[src/rtl/life_gen_sequencer.sv]
// life_gen_sequencer: owns a double-buffered 16x16 toroidal Game of Life board.
// The display bank is read combinationally by the VGA path. A generation is
// computed row by row into the shadow bank. The banks are swapped only while
// vblank is high, so a frame never shows a half-updated board.
//
// Handshake / pulse semantics: run and vblank are levels. step_tick,
// single_step and seed_load are one-cycle pulses sampled on the rising edge
// of board_clk. A pulse that the block cannot act on is dropped; it is never
// queued. A step request that arrives while busy also sets the sticky overrun
// flag.
module life_gen_sequencer #(
    parameter int ROWS  = 16,
    parameter int GEN_W = 16
) (
    input  logic             board_clk,
    input  logic             reset,
    input  logic             run,
    input  logic             step_tick,
    input  logic             single_step,
    input  logic             vblank,
    input  logic             seed_load,
    input  logic             wr_en,
    input  logic [3:0]       wr_x,
    input  logic [3:0]       wr_y,
    input  logic             wr_val,
    input  logic [3:0]       rd_x,
    input  logic [3:0]       rd_y,
    output logic             rd_alive,
    output logic             busy,
    output logic [1:0]       state,
    output logic [GEN_W-1:0] gen_count,
    output logic             overrun
);

    typedef enum logic [1:0] {
        ST_IDLE      = 2'b00,
        ST_LOAD      = 2'b01,
        ST_COMPUTE   = 2'b10,
        ST_WAIT_SWAP = 2'b11
    } state_t;

    state_t           state_q, state_d;
    logic [3:0]       row_q, row_d;
    logic             bank_sel_q, bank_sel_d;
    logic [GEN_W-1:0] gen_q, gen_d;
    logic             overrun_q, overrun_d;
    logic [15:0]      bank0_q [ROWS];
    logic [15:0]      bank0_d [ROWS];
    logic [15:0]      bank1_q [ROWS];
    logic [15:0]      bank1_d [ROWS];

    logic             step_req;
    logic [3:0]       row_up;
    logic [3:0]       row_dn;
    logic [15:0]      disp_up;
    logic [15:0]      disp_cur;
    logic [15:0]      disp_dn;
    logic [15:0]      new_row;

    // Next state of one board row from its three display-bank neighbours,
    // with columns wrapping around (column -1 is 15, column 16 is 0).
    function automatic logic [15:0] life_row(input logic [15:0] up,
                                             input logic [15:0] cur,
                                             input logic [15:0] dn);
        logic [15:0] res;
        logic [3:0]  ci;
        logic [3:0]  li;
        logic [3:0]  ri;
        logic [3:0]  n;
        res = '0;
        for (int c = 0; c < 16; c++) begin
            ci = 4'(c);
            li = ci - 4'd1;
            ri = ci + 4'd1;
            n  = 4'(up[li]) + 4'(up[ci]) + 4'(up[ri])
               + 4'(cur[li])              + 4'(cur[ri])
               + 4'(dn[li]) + 4'(dn[ci]) + 4'(dn[ri]);
            res[ci] = (n == 4'd3) | (cur[ci] & (n == 4'd2));
        end
        return res;
    endfunction

    assign step_req = (run & step_tick) | single_step;

    // The row counter wraps naturally in 4 bits, which gives the toroidal rows.
    assign row_up   = row_q - 4'd1;
    assign row_dn   = row_q + 4'd1;
    assign disp_up  = bank_sel_q ? bank1_q[row_up] : bank0_q[row_up];
    assign disp_cur = bank_sel_q ? bank1_q[row_q]  : bank0_q[row_q];
    assign disp_dn  = bank_sel_q ? bank1_q[row_dn] : bank0_q[row_dn];
    assign new_row  = life_row(disp_up, disp_cur, disp_dn);

    // Sequencer next-state, including bank writes for edit, seed and compute.
    always_comb begin
        state_d    = state_q;
        row_d      = row_q;
        bank_sel_d = bank_sel_q;
        gen_d      = gen_q;
        overrun_d  = overrun_q;
        bank0_d    = bank0_q;
        bank1_d    = bank1_q;

        unique case (state_q)
            ST_IDLE: begin
                if (seed_load) begin
                    // The seed wins over a simultaneous step; that step is dropped quietly.
                    state_d   = ST_LOAD;
                    overrun_d = 1'b0;
                end else if (step_req) begin
                    state_d = ST_COMPUTE;
                    row_d   = 4'd0;
                end else if (wr_en) begin
                    if (bank_sel_q) bank1_d[wr_y][wr_x] = wr_val;
                    else            bank0_d[wr_y][wr_x] = wr_val;
                end
            end

            ST_LOAD: begin
                for (int r = 0; r < ROWS; r++) begin
                    if (bank_sel_q) bank1_d[r] = '0;
                    else            bank0_d[r] = '0;
                end
                // Glider: (1,0), (2,1), (0,2), (1,2), (2,2).
                if (bank_sel_q) begin
                    bank1_d[0] = 16'h0002;
                    bank1_d[1] = 16'h0004;
                    bank1_d[2] = 16'h0007;
                end else begin
                    bank0_d[0] = 16'h0002;
                    bank0_d[1] = 16'h0004;
                    bank0_d[2] = 16'h0007;
                end
                gen_d   = '0;
                state_d = ST_IDLE;
                if (step_req) overrun_d = 1'b1;
            end

            ST_COMPUTE: begin
                // Results go to the shadow bank, which is the bank not on display.
                if (bank_sel_q) bank0_d[row_q] = new_row;
                else            bank1_d[row_q] = new_row;
                row_d = row_q + 4'd1;
                if (row_q == 4'd15) state_d = ST_WAIT_SWAP;
                if (step_req) overrun_d = 1'b1;
            end

            ST_WAIT_SWAP: begin
                if (vblank) begin
                    bank_sel_d = ~bank_sel_q;
                    gen_d      = gen_q + 1'b1;
                    state_d    = ST_IDLE;
                end
                if (step_req) overrun_d = 1'b1;
            end

            default: state_d = ST_IDLE;
        endcase
    end

    // All sequencer state and both banks; reset discards any partial generation.
    always_ff @(posedge board_clk or posedge reset) begin
        if (reset) begin
            state_q    <= ST_IDLE;
            row_q      <= 4'd0;
            bank_sel_q <= 1'b0;
            gen_q      <= '0;
            overrun_q  <= 1'b0;
            for (int r = 0; r < ROWS; r++) begin
                bank0_q[r] <= '0;
                bank1_q[r] <= '0;
            end
        end else begin
            state_q    <= state_d;
            row_q      <= row_d;
            bank_sel_q <= bank_sel_d;
            gen_q      <= gen_d;
            overrun_q  <= overrun_d;
            bank0_q    <= bank0_d;
            bank1_q    <= bank1_d;
        end
    end

    assign rd_alive  = bank_sel_q ? bank1_q[rd_y][rd_x] : bank0_q[rd_y][rd_x];
    assign state     = state_q;
    assign busy      = (state_q != ST_IDLE);
    assign gen_count = gen_q;
    assign overrun   = overrun_q;

endmodule

[config.mk]
export PLATFORM = sky130hd
export DESIGN_NAME = life_gen_sequencer
export DESIGN_NICKNAME = d
export VERILOG_FILES = /design/src/rtl/life_gen_sequencer.sv
export SDC_FILE = /design/constraint.sdc
export NUM_CORES = 2
export LEC_CHECK = 0
export CAP_MARGIN = 20
export CORE_AREA = 5 5 285 287
export CTS_BUF_LIST = sky130_fd_sc_hd__clkbuf_8
export DETAILED_ROUTE_END_ITERATION = 7
export DIE_AREA = 0 0 290 292
export PLACE_DENSITY = 0.86
export SYNTH_ARGS = -nofsm -noshare
export SYNTH_HDL_FRONTEND = slang
export SYNTH_SLANG_ARGS = --single-unit
[constraint.sdc]
create_clock -name board_clk -period 26.4 [get_ports board_clk]
set_input_delay 5.28 -clock board_clk [delete_from_list [all_inputs] [get_ports board_clk]]
set_output_delay 5.28 -clock board_clk [all_outputs]
set_load 0.005 [all_outputs]
# Yosys cells after proc, flatten, opt, wreduce, memory -nomap -nowiden
# Cells that the tools add are included.
# op_classes
mul	0
magnitude_cmp	10
n_reduce_logical	16
bitwise_logic	40
shift	0
mux	71
div	0
n_eq_ne	51
add_sub_neg	115
# op_table
op	n
256-bit two-way mux	10
256-bit one-hot mux with 3 select lines	2
256-bit bitwise mux	4
16-bit binary-select mux with 4-bit select	8
16-bit two-way mux	24
4-bit by 1-bit adder with 4-bit output	64
16-bit demux with 4-bit select	2
4-bit by 2-bit equality test with 1-bit output (second input constant)	32
48-bit two-way mux	2
3-bit by 1-bit adder with 4-bit output	16
2-bit by 1-bit adder with 3-bit output	16
1-bit by 1-bit adder with 2-bit output	16
16-bit one-hot mux with 2 select lines	1
2-bit != test (second input constant)	13
5-bit >= comparator (second input constant)	5
4-bit inverter with 5-bit output	5
1-bit bitwise AND	17
1-bit bitwise OR	17
16-bit by 1-bit adder with 16-bit output (second input constant)	1
7-bit AND reduction	2
4-bit by 5-bit less-than comparator with 1-bit output (second input constant)	2
5-bit by 1-bit less-than comparator with 1-bit output (second input constant)	2
1-bit binary-select mux with 4-bit select	2
2-bit two-way mux	4
other kinds (22)	36
# totals
output_inout_bits	21
ff_bits	536
word_cells	340
n_memories	0
romBits	0
latchBits	0
mem_bits_rw	0
in_bits	25

# Logic depth before layout (Yosys ltp)
# logic_depth
ltp_word	19
ltp_mapped	33
depth_no_buf	20

# Worst setup path after synthesis
# Ideal clock, no wire load.
# synth_path
path_kind	input port to output port
from	in rd_y[0]
to	out rd_alive
cell_stages	12
path_slack_ns	13.611
arrival_ns	7.509
required_time_ns	21.120
n_path_buf	4
path_cell_list	clkbuf_1 > buf_2 > clkbuf_1 > buf_2 > mux2i_1 > nor2_1 > nor3_1 > o211ai_1 > a21oi_1 > nand3_1 > a21oi_1 > nand3_1
# synth_via
elab_chain_len	7
word_cells_on_any_way	12
cone_classes	mux: 11; bitwise: 1
# synth_rtl
element	line	source
from (decl)	27	input logic [3:0] rd_y,
4-bit inverter with 5-bit output (not written as such) (*)	183	assign rd_alive = bank_sel_q ? bank1_q[rd_y][rd_x] : bank0_q[rd_y][rd_x];
16-bit binary-select mux with 4-bit select	183	
16-bit two-way mux (not written as such) (2 in a row)	183	
1-bit binary-select mux with 4-bit select	183	
1-bit two-way mux (not written as such)	183	
1-bit two-way mux (*)	183	
to (decl)	28	output logic rd_alive,
# Every way passes the cells marked *; elsewhere a longest branch is shown, timed or not. The select of a mux whose other input is x is not followed.

# Final worst setup path
# layout_path
from	in rd_y[2]
to	out rd_alive
# The elaborated chain is that of the path after synthesis.

==> results.sh <==
export IMPL_status="finished, violations left"
export IMPL_violations="design-rule violations"
export IMPL_grt_overflow=0
export IMPL_yosysSeqAreaShare=0.287
export IMPL_yosysTopAreaCellShare=0.287
export IMPL_route_top_layer_used="met5"
export IMPL_synth_common_cells="1206 x a21oi_1, 574 x nor2_1, 536 x dfrtp_1"
export IMPL_syn_to_final_growth_pct=7.46
export IMPL_grt_pass1_wl_um=340000
export IMPL_tns_ns=0
export IMPL_grt_total_usage=0.554
export IMPL_min_path_type="register to register"
export IMPL_finalCriticalPeriod_ns=14.91
export IMPL_post_drt_wl_per_cell_um=41.9
export IMPL_synth_nets=4936
export IMPL_cpPeakStageDelay_ns=1.03
export IMPL_grt_antenna_before_repair=20
export IMPL_cpMostUsedCell="clkdlybuf4s50_1"
export IMPL_die_h_um=292
export IMPL_cts_sinks=536
export IMPL_finClkSkew_ns=0.0475
export IMPL_finalSetupViolCount=0
export IMPL_ant_nets=0
export IMPL_hold_buffers=0
export IMPL_post_route_drc_count=24
export IMPL_clk_pin_slew_ns=0.06
export IMPL_ys_async_sr_fraction=1.00
export IMPL_io_pins=46
export IMPL_synthTopCellsByArea="dfrtp_1 29%, mux4_2 26%, a21oi_1 13%"
export IMPL_slowest_stage="clkdlybuf4s50_1"
export IMPL_core_area_um2=78400
export IMPL_insertion_delay_ns=0.78
export IMPL_htree_levels=3
export IMPL_slew_viol_final=0
export IMPL_cp_max_fo=38
export IMPL_firstDrtPassIters=8
export IMPL_io_buffer_count=45
export IMPL_synth_area_um2=46700
export IMPL_rsz0062_at_grt="false"
export IMPL_ys_seq_elements=536
export IMPL_grt_max_degree=172
export IMPL_dieArea_um2=84700
export IMPL_synth_most_common_cell="a21oi_1"
export IMPL_route_vias_total=48894
export IMPL_drive_gt1_frac=0.229
export IMPL_worstPathArrival_ns=9.63
export IMPL_cts_resized=0
export IMPL_final_hold_viol_count=0
export IMPL_first_global_vias=45165
export IMPL_critPathKind="input port to primary output"
export IMPL_clockRootBuffer="clkbuf_8"
export IMPL_via_per_inst=8.51
export IMPL_syn_instance_count=4787
export IMPL_globalplace_congestion=1.12
export IMPL_path_cells="clkdlybuf4s50_1 > nand2b_2 > buf_4 > o221ai_1 > o22ai_1 > nor2_1 > o21ai_0 > nor4_1 > nand4_1 > nand3_1 > clkdlybuf4s50_1"
export IMPL_initial_core_util=0.596
export IMPL_wl_met1_um=74100
export IMPL_met3_length_um=48300
export IMPL_startpoint_type="input port"
export IMPL_drv_cap=0
export IMPL_numCtsBuffers=99
export IMPL_fp_row_count=103
export IMPL_synth_avg_cell_area_um2=9.75
export IMPL_clk_path_buf_depth=3
export IMPL_slew_headroom=0.103
export IMPL_synth_main_ff_cell="dfrtp_1"
export IMPL_endpoint_kind="primary output"
export IMPL_tightest_slew_ns=1.34
export IMPL_drt_total_wl_um=241000
export IMPL_max_freq_mhz=67.1
export IMPL_synth_cell_types=67
export IMPL_die_width_um=290
export IMPL_required_ns=21.12
export IMPL_yosys_warnings=0
export IMPL_post_cts_setup_buffers=0
export IMPL_cts_tree="built"
export IMPL_hpwlAfterDp_um=158000
export IMPL_synth_edf_count=0
export IMPL_first_iter_violations=10170
export IMPL_wl_met2_um=91200
export IMPL_nets=4732
export IMPL_fin_crit_sh=0.565
export IMPL_synth_top_area_cell="dfrtp_1"
## per-stage QoR
stage,util,cells,hold slack [ns],worst slack [ns],area [µm²]
finish,0.640,5744,0.536,11.49,50100
global route,0.639,5718,0.568,11.44,50100
detailed placement,0.610,5526,0.517,11.73,47800
CTS,0.637,5705,0.530,11.71,49900
floorplan,-,4787,0.488,6.14,46700
global placement,0.609,5521,0.502,11.70,47700
## kinds of logic after synthesis
group           count (synthesis)  share of synthesized area
compound gates               1894                      0.232
flops                         536                      0.287
fa+ha+maj                     124                     0.0434
xor+xnor                        9                    0.00169
simple gates                  926                     0.0830
buf+inv                       579                     0.0526
mux                           719                      0.300
## routing by layer
metal / track usage / vias up
met4: 0.431 / 26
met1: 0.652 / 23349
met3: 0.349 / 1789
met2: 0.714 / 5622
li1: - / 18108
met5: 0.0322 / -
## final cells by class
| type | instances | area [µm²] |
|---|---|---|
| multi-input cells | 3672 | 31100 |
| fillers | 6349 | 28200 |
| flip-flops and latches | 536 | 13400 |
| repair buffers | 191 | 1770 |
| clock buffers | 122 | 1680 |
| well taps | 1050 | 1310 |
| clock inverters | 57 | 415 |
| inverters | 83 | 319 |
| diodes | 33 | 82.6 |
## path summary, 6_finish.rpt
kind | startpoint | endpoint | slack, ns | cells after the start
max | rd_y[2] | rd_alive | 11.49 | 11
min | gen_count[5]$_DFFE_PP0P_ | gen_count[5]$_DFFE_PP0P_ | 0.54 | 1
max reg2reg | row_q[0]$_DFFE_PP0P_ | register | 17.78 | 17
min reg2reg | gen_count[5]$_DFFE_PP0P_ | gen_count[5]$_DFFE_PP0P_ | 0.54 | 1
max in group asynchronous | reset | async pin | 19.07 | 4
min in group asynchronous | reset | async pin | 5.04 | 2
## critical path, delay by kind of cell
kind	cells	cell delay (ns)
buffers and inverters	3	2.12
AOI/OAI and AO/OA	3	0.60
and+or+nand+nor	5	1.59
## cells in the final DEF (no fill, tap or decap), types with 40 or more instances in the layout
cell type / n
mux2_2: 47
ha_1: 59
nand2_1: 150
dfrtp_1: 531
mux2i_1: 134
clkbuf_8: 122
inv_1: 114
nand3_1: 48
buf_4: 131
mux4_2: 533
o22ai_1: 43
o21ai_0: 202
fa_1: 63
nor2_1: 538
a22oi_1: 72
a31o_2: 72
o221ai_1: 49
clkdlybuf4s50_1: 42
a31oi_1: 113
a21oi_1: 1206
nor3_1: 40
Power is left out: the tool's default activity adds up to more than one toggle a clock period on the data nets, which glitch-free logic cannot reach.
